$ cat config.mk
export PLATFORM = sky130hd
export DESIGN_NAME = mem_ctrl
export DESIGN_NICKNAME = d
export VERILOG_FILES = /design/src/rtl/mem_ctrl_pkg.sv /design/src/rtl/mem_byte_seq.sv /design/src/rtl/mem_ctrl.sv
export SDC_FILE = /design/constraint.sdc
export NUM_CORES = 1
export LEC_CHECK = 0
export BUFFER_PORTS_ARGS = -buffer_cell sky130_fd_sc_hd__buf_2
export CAP_MARGIN = 20
export CORE_UTILIZATION = 51
export CTS_CLUSTER_DIAMETER = 60
export CTS_CLUSTER_SIZE = 30
export DETAILED_ROUTE_END_ITERATION = 8
export PLACE_DENSITY = 0.89
export SLEW_MARGIN = 10
export SYNTH_ARGS = -nofsm -noshare
export SYNTH_HDL_FRONTEND = slang
export SYNTH_SLANG_ARGS = --single-unit
$ cat constraint.sdc
create_clock -name clk -period 2.15 [get_ports clk]
set_input_delay 0.3225 -clock clk [delete_from_list [all_inputs] [get_ports clk]]
set_output_delay 0.3225 -clock clk [all_outputs]
set_load 0.05 [all_outputs]
$ cat src/rtl/mem_ctrl_pkg.sv
// Shared definitions for the MEM/IF RAM controller: FSM states, request
// owners, store-size codes and the store-length decode.
package mem_ctrl_pkg;

  typedef enum logic [1:0] {
    ST_IDLE = 2'd0,
    ST_RD   = 2'd1,
    ST_WR   = 2'd2,
    ST_DONE = 2'd3
  } state_e;

  typedef enum logic {
    OWN_MEM = 1'b0,
    OWN_IF  = 1'b1
  } owner_e;

  localparam logic [1:0] MASK_NONE = 2'b00;
  localparam logic [1:0] MASK_BYTE = 2'b01;
  localparam logic [1:0] MASK_HALF = 2'b10;
  localparam logic [1:0] MASK_WORD = 2'b11;

  // Counter value of the final read cycle: four address cycles plus one
  // cycle to catch the last byte coming back from the RAM.
  localparam logic [2:0] RD_LAST_CNT = 3'd4;

  // Number of bus bytes a store occupies.
  function automatic logic [2:0] mask_len(input logic [1:0] mask);
    case (mask)
      MASK_BYTE: return 3'd1;
      MASK_HALF: return 3'd2;
      MASK_WORD: return 3'd4;
      default:   return 3'd0;
    endcase
  endfunction

endpackage

$ cat src/rtl/mem_byte_seq.sv
// Byte sequencer for the 8-bit RAM bus: holds the byte counter, the latched
// base address and store data, drives the per-cycle RAM address/write/data,
// and assembles four returned bytes into a little-endian word.
module mem_byte_seq #(
  parameter int ADDR_W = 17
) (
  input  logic              clk,
  input  logic              rst,
  input  logic              start_rd_i,
  input  logic              start_wr_i,
  input  logic [ADDR_W-1:0] addr_i,
  input  logic [31:0]       w_data_i,
  input  logic              rd_active_i,
  input  logic              wr_active_i,
  input  logic [7:0]        mem_din_i,
  output logic [2:0]        cnt_o,
  output logic [31:0]       word_o,
  output logic [7:0]        mem_dout_o,
  output logic [ADDR_W-1:0] mem_a_o,
  output logic              mem_wr_o
);
  import mem_ctrl_pkg::*;

  logic [2:0]        cnt_q, cnt_d;
  logic [ADDR_W-1:0] base_q, base_d;
  logic [31:0]       wdata_q, wdata_d;
  logic [23:0]       asm_q, asm_d;
  logic [ADDR_W-1:0] cnt_ext;

  assign cnt_ext = ADDR_W'(cnt_q);
  assign cnt_o   = cnt_q;
  // Only three bytes are stored; the fourth is taken straight off the bus
  // in the last read cycle so the word is ready without an extra cycle.
  assign word_o  = {mem_din_i, asm_q};

  // Next-state for counter, latched address/data and the assembly register.
  always_comb begin
    cnt_d   = cnt_q;
    base_d  = base_q;
    wdata_d = wdata_q;
    asm_d   = asm_q;
    if (start_rd_i) begin
      base_d = {addr_i[ADDR_W-1:2], 2'b00};
      cnt_d  = 3'd0;
    end else if (start_wr_i) begin
      base_d  = addr_i;
      wdata_d = w_data_i;
      cnt_d   = 3'd0;
    end else if (rd_active_i || wr_active_i) begin
      cnt_d = cnt_q + 3'd1;
    end
    if (rd_active_i && (cnt_q != 3'd0) && (cnt_q != RD_LAST_CNT)) begin
      asm_d = {mem_din_i, asm_q[23:8]};
    end
  end

  // Sequencer registers; reset clears everything.
  always_ff @(posedge clk) begin
    if (!rst) begin
      cnt_q   <= 3'd0;
      base_q  <= '0;
      wdata_q <= 32'd0;
      asm_q   <= 24'd0;
    end else begin
      cnt_q   <= cnt_d;
      base_q  <= base_d;
      wdata_q <= wdata_d;
      asm_q   <= asm_d;
    end
  end

  // RAM bus drive: quiet (all zero) unless a read address or write byte is due.
  always_comb begin
    mem_a_o    = '0;
    mem_wr_o   = 1'b0;
    mem_dout_o = 8'd0;
    if (wr_active_i) begin
      mem_wr_o   = 1'b1;
      mem_a_o    = base_q + cnt_ext;
      mem_dout_o = wdata_q[{cnt_q[1:0], 3'b000} +: 8];
    end else if (rd_active_i && (cnt_q <= 3'd3)) begin
      mem_a_o = base_q + cnt_ext;
    end
  end

endmodule

$ cat src/rtl/mem_ctrl.sv
// MEM-stage / IF-fetch responder that serialises word reads and
// byte/half/word stores onto an 8-bit single-port RAM (1-cycle read latency).
// Optional build macro MEM_CTRL_FAST_WR_EN: a store reports done in its first
// write cycle and returns to IDLE directly after draining, with busy held high
// until the last byte is written.
module mem_ctrl #(
  parameter int ADDR_W = 17
) (
  input  logic              clk,
  input  logic              rst,
  input  logic              ram_r_enable_i,
  input  logic              ram_w_enable_i,
  input  logic [31:0]       ram_addr_i,
  input  logic [31:0]       ram_w_data_i,
  input  logic [1:0]        ram_mask_i,
  output logic              ram_done_o,
  output logic              ram_busy_o,
  output logic [31:0]       ram_r_data_o,
  input  logic              if_r_enable_i,
  input  logic [31:0]       if_addr_i,
  output logic              if_done_o,
  output logic [31:0]       if_inst_o,
  input  logic [7:0]        mem_din_i,
  output logic [7:0]        mem_dout_o,
  output logic [ADDR_W-1:0] mem_a_o,
  output logic              mem_wr_o
);
  import mem_ctrl_pkg::*;

  state_e            state_q, state_d;
  owner_e            owner_q, owner_d;
  logic [2:0]        wlen_q, wlen_d;
  logic [31:0]       r_data_q, r_data_d;
  logic [31:0]       if_inst_q, if_inst_d;

  logic              take_wr, take_rd, take_if;
  logic              start_rd, start_wr;
  logic              rd_last, wr_last;
  logic [ADDR_W-1:0] req_addr;
  logic [2:0]        cnt;
  logic [31:0]       word;
  logic              unused_addr_hi;

  // Fixed priority: store over read over fetch; a store with no size is ignored.
  assign take_wr  = ram_w_enable_i && (ram_mask_i != MASK_NONE);
  assign take_rd  = !take_wr && ram_r_enable_i;
  assign take_if  = !take_wr && !ram_r_enable_i && if_r_enable_i;
  assign req_addr = take_if ? if_addr_i[ADDR_W-1:0] : ram_addr_i[ADDR_W-1:0];
  assign start_wr = (state_q == ST_IDLE) && take_wr;
  assign start_rd = (state_q == ST_IDLE) && (take_rd || take_if);
  assign rd_last  = (state_q == ST_RD) && (cnt == RD_LAST_CNT);
  assign wr_last  = (state_q == ST_WR) && ((cnt + 3'd1) == wlen_q);

  // Address bits above the RAM width are deliberately dropped.
  assign unused_addr_hi = ^{ram_addr_i[31:ADDR_W], if_addr_i[31:ADDR_W]};

  mem_byte_seq #(
    .ADDR_W(ADDR_W)
  ) u_seq (
    .clk         (clk),
    .rst         (rst),
    .start_rd_i  (start_rd),
    .start_wr_i  (start_wr),
    .addr_i      (req_addr),
    .w_data_i    (ram_w_data_i),
    .rd_active_i (state_q == ST_RD),
    .wr_active_i (state_q == ST_WR),
    .mem_din_i   (mem_din_i),
    .cnt_o       (cnt),
    .word_o      (word),
    .mem_dout_o  (mem_dout_o),
    .mem_a_o     (mem_a_o),
    .mem_wr_o    (mem_wr_o)
  );

  // Next-state: arbitration in IDLE, sequencing through RD/WR and DONE.
  always_comb begin
    state_d = state_q;
    owner_d = owner_q;
    wlen_d  = wlen_q;
    case (state_q)
      ST_IDLE: begin
        if (take_wr) begin
          state_d = ST_WR;
          owner_d = OWN_MEM;
          wlen_d  = mask_len(ram_mask_i);
        end else if (take_rd) begin
          state_d = ST_RD;
          owner_d = OWN_MEM;
        end else if (take_if) begin
          state_d = ST_RD;
          owner_d = OWN_IF;
        end
      end
      ST_RD: if (rd_last) state_d = ST_DONE;
`ifdef MEM_CTRL_FAST_WR_EN
      ST_WR: if (wr_last) state_d = ST_IDLE;
`else
      ST_WR: if (wr_last) state_d = ST_DONE;
`endif
      ST_DONE: state_d = ST_IDLE;
      default: state_d = ST_IDLE;
    endcase
  end

  // Result capture: the assembled word lands in the owner's output register.
  always_comb begin
    r_data_d  = r_data_q;
    if_inst_d = if_inst_q;
    if (rd_last) begin
      if (owner_q == OWN_MEM) r_data_d = word;
      else                    if_inst_d = word;
    end
  end

  // Control and result registers; reset aborts any transfer in flight.
  always_ff @(posedge clk) begin
    if (!rst) begin
      state_q   <= ST_IDLE;
      owner_q   <= OWN_MEM;
      wlen_q    <= 3'd0;
      r_data_q  <= 32'd0;
      if_inst_q <= 32'd0;
    end else begin
      state_q   <= state_d;
      owner_q   <= owner_d;
      wlen_q    <= wlen_d;
      r_data_q  <= r_data_d;
      if_inst_q <= if_inst_d;
    end
  end

  assign ram_busy_o   = (state_q == ST_RD) || (state_q == ST_WR);
  assign if_done_o    = (state_q == ST_DONE) && (owner_q == OWN_IF);
  assign ram_r_data_o = r_data_q;
  assign if_inst_o    = if_inst_q;
`ifdef MEM_CTRL_FAST_WR_EN
  // Stores acknowledge on their first bus byte; only reads reach DONE.
  assign ram_done_o = ((state_q == ST_DONE) && (owner_q == OWN_MEM)) ||
                      ((state_q == ST_WR) && (cnt == 3'd0));
`else
  assign ram_done_o = (state_q == ST_DONE) && (owner_q == OWN_MEM);
`endif

endmodule

==> results.json <==
{
  "synth.ff_latch_count": 146,
  "die_area_um2": 13000,
  "crit-reg2reg-launch": "u_seq.cnt_o[0]$_SDFFE_PP0P_",
  "leakage_nw": 3.44,
  "layout-drive-gt1-share": 0.291,
  "period_needed_ns": 2.55,
  "ir_worst_vdd_mv": 1.08,
  "start_kind": "register",
  "ctsLongestPathBuffers": 2,
  "rows": 40,
  "tritoncts": "built",
  "crit_path_top_delay_cell": "sky130_fd_sc_hd__fa_2",
  "sink_count": 146,
  "buffers_added_on_ports": 171,
  "tritoncts_buffer_count": 17,
  "synth_most_common_cell": "sky130_fd_sc_hd__nand2_1",
  "fp.coreArea_um2": 12200,
  "synth_sequential_area_ratio": 0.455,
  "cp.buffers_inverters": 2,
  "crit_fanout": 3,
  "max_slew_margin_vs_limit": 0.636,
  "syn_nets": 903,
  "finClkSkew_ns": 0.00793,
  "num_vias": 5941,
  "max_clock_freq_mhz": 392,
  "arrival_time_of_the_worst_setup_path_ns": 2.23,
  "critical-path-max-stage-delay_ns": 0.35,
  "netlist_instances": 781,
  "syn_avg_cell_area_um2": 8.22,
  "chipHeight_um": 114,
  "post-route-cell-area_um2": 8470,
  "crit_path_end_kind": "output pin",
  "finalHoldViolCount": 0,
  "synthTopCellsByArea": "sky130_fd_sc_hd__dfxtp_1 (46%), sky130_fd_sc_hd__nand2_1 (16%), sky130_fd_sc_hd__a21boi_0 (9.1%)",
  "violations": "setup timing",
  "synth_enable_flop_cells": 0,
  "min_path_type": "primary input to register",
  "areaGrowthSynthToFinish_pct": 31.9,
  "synthFlopType": "sky130_fd_sc_hd__dfxtp_1",
  "top_area_cell_type_share_of_the_netlist_area": 0.455,
  "placement.cell_area_um2": 7650,
  "top_level_ports": 204,
  "run_status": "finished with violations",
  "total_power_mw": 9.36,
  "hpwl_mm": 10.9,
  "postCtsHoldBufs": 0,
  "cell_pwr_density_nw_per_um2": 1100,
  "viasPerCell": 5.25,
  "cts.clk_slew.worst_paths_ns": 0.06,
  "grt_antenna_before_repair": 0,
  "synthDistinctLibCells": 47,
  "worst-slew-pin-transition_ns": 0.545,
  "cts.root.buffer_cell": "sky130_fd_sc_hd__clkbuf_16",
  "min-delay-start": "ram_w_data_i[21]",
  "synth_commonest_cells": "sky130_fd_sc_hd__nand2_1 (281), sky130_fd_sc_hd__dfxtp_1 (146), sky130_fd_sc_hd__a21boi_0 (78)",
  "routed_wire_length_per_instance_um": 14.7,
  "drc": 0,
  "drt-initial-drc-count": 410,
  "grt_first_pass_wirelength_mm": 26.6,
  "setup_violations": 25,
  "globalRouteTotalUtil": 0.261,
  "antenna_cells_inserted": 0,
  "detail_route.wirelength_mm": 16.6,
  "grt_start_max_net_pins": 79,
  "worst-r2r-setup-slack_ns": 0.29,
  "globalRoute.totalOverflow": 0,
  "finalWorstSetupSlack_ns": -0.399,
  "ys.warnings.count": 0,
  "die_x_um": 114,
  "drt_first_pass_iters": 5,
  "finalMaxSlewViolations": 0,
  "place.gp.congestion": 0.882,
  "critPathKind": "register to output pin",
  "finalNetCount": 1072,
  "cts_htree_levels": 4,
  "crit_chain": "ha_4 -> fa_2 -> a21o_1 -> buf_4 -> nand4_1 -> o21ai_1 -> a21oi_4 -> buf_6",
  "number_of_global_route_vias_before_repair": 5450,
  "final_min_period_over_clock_period": 1.19,
  "rsz_0062_raised_after_global_routing": "true",
  "syn-cell-area_um2": 6420,
  "initial_utilization": 0.528,
  "cp_required_ns": 1.83,
  "synth_area_leader_cell": "sky130_fd_sc_hd__dfxtp_1",
  "clk_latency_ns": 0.43,
  "crit_path_start": "u_seq.base_q[0]$_SDFFE_PP0P_",
  "ys_async_sr_fraction": 0,
  "antenna_violating_nets_post_route": 0,
  "critical_path.top_delay_family": "adder cells",
  "number_of_max_cap_violations": 0
}
logic make-up (layout without fill, tap and decap cells):
group,after synthesis,count (layout),synth area share
buffers and inverters,62,244,0.0409
multiplexers,12,12,0.0343
AO/OA/AOI/OAI,191,191,0.207
flip-flops,146,146,0.455
adder cells (fa/ha/maj),11,11,0.0226
AND/OR/NAND/NOR,349,349,0.226
XOR/XNOR,10,10,0.0136
layer usage:
layer	GRT usage	vias up	share of wire
li1	-	2936	-
met1	0.320	2778	0.43
met2	0.441	192	0.49
met3	0.0593	35	0.053
met4	0.112	0	0.022
met5	0	-	0
registers in the layout (all words and copies together) (netlist names):
| signal | count |
|---|---|
| ram_r_data_o | 32 |
| state_q | 2 |
| u_seq.base_q | 17 |
| u_seq.wdata_q | 32 |
| owner_q | 1 |
| u_seq.cnt_o | 3 |
| u_seq.asm_q | 24 |
| if_inst_o | 32 |
| wlen_q | 3 |
cell type report:
| class | instances | area, µm² |
|---|---|---|
| clock buffer | 20 | 457 |
| clock inverter | 12 | 178 |
| fill | 945 | 3690 |
| inverter | 8 | 30.0 |
| multi-input combinational | 573 | 3390 |
| sequential | 146 | 2930 |
| tap | 168 | 210 |
| timing repair buffer | 204 | 1280 |
stage by stage:
step	worst slack (ns)	instances	setup TNS, ns	hold slack [ns]	utilization
2_1_floorplan	-0.235	781	-0.777	0.440	-
3_3_place_gp	-0.141	1098	-0.291	0.440	0.629
3_5_place_dp	-0.173	1098	-0.414	0.443	0.629
4_1_cts	-0.422	1131	-5.95	0.126	0.695
5_1_grt	-0.450	1131	-7.65	0.146	0.697
6_report	-0.399	1131	-5.56	0.142	0.697
tightest hold or removal path: stages:
cell,delay [ns]
sky130_fd_sc_hd__buf_2,0.09
sky130_fd_sc_hd__nand2_1,0.04
sky130_fd_sc_hd__a21boi_0,0.06
power by group:
group	switching [mW]	internal, mW
clock	1.15	2.00
sequential	0.239	2.99
combinational	1.84	1.14
total	3.23	6.13
timing repair:
item / 4_1_cts / 5_1_grt
pin swaps: 14 / 1
setup buffers: 1 / 0
gates resized for setup: 49 / 1
setup endpoints to repair: 25 / 25
final timing paths:
kind | cells past startpoint | end
worst max-delay path | 8 | mem_a_o[16]
worst min-delay path | 3 | u_seq.wdata_q[21]$_SDFFE_PN0P_
worst max register to register | 7 | state_q[1]$_SDFFE_PN0P_
worst min register to register | 2 | if_inst_o[19]$_SDFFE_PN0P_
cells in the final DEF (no fill, tap or decap), types with 8 or more instances in the layout:
master / n
sky130_fd_sc_hd__mux4_2: 8
sky130_fd_sc_hd__a21boi_1: 44
sky130_fd_sc_hd__nand2_1: 281
sky130_fd_sc_hd__buf_4: 32
sky130_fd_sc_hd__a21boi_0: 78
sky130_fd_sc_hd__and2_1: 10
sky130_fd_sc_hd__clkbuf_16: 17
sky130_fd_sc_hd__a31oi_1: 16
sky130_fd_sc_hd__buf_6: 12
sky130_fd_sc_hd__dfxtp_1: 142
sky130_fd_sc_hd__buf_2: 153
sky130_fd_sc_hd__nor2_2: 9
sky130_fd_sc_hd__inv_1: 8
sky130_fd_sc_hd__o21ai_0: 23
Note: power is estimated with default switching activity, not from simulation.
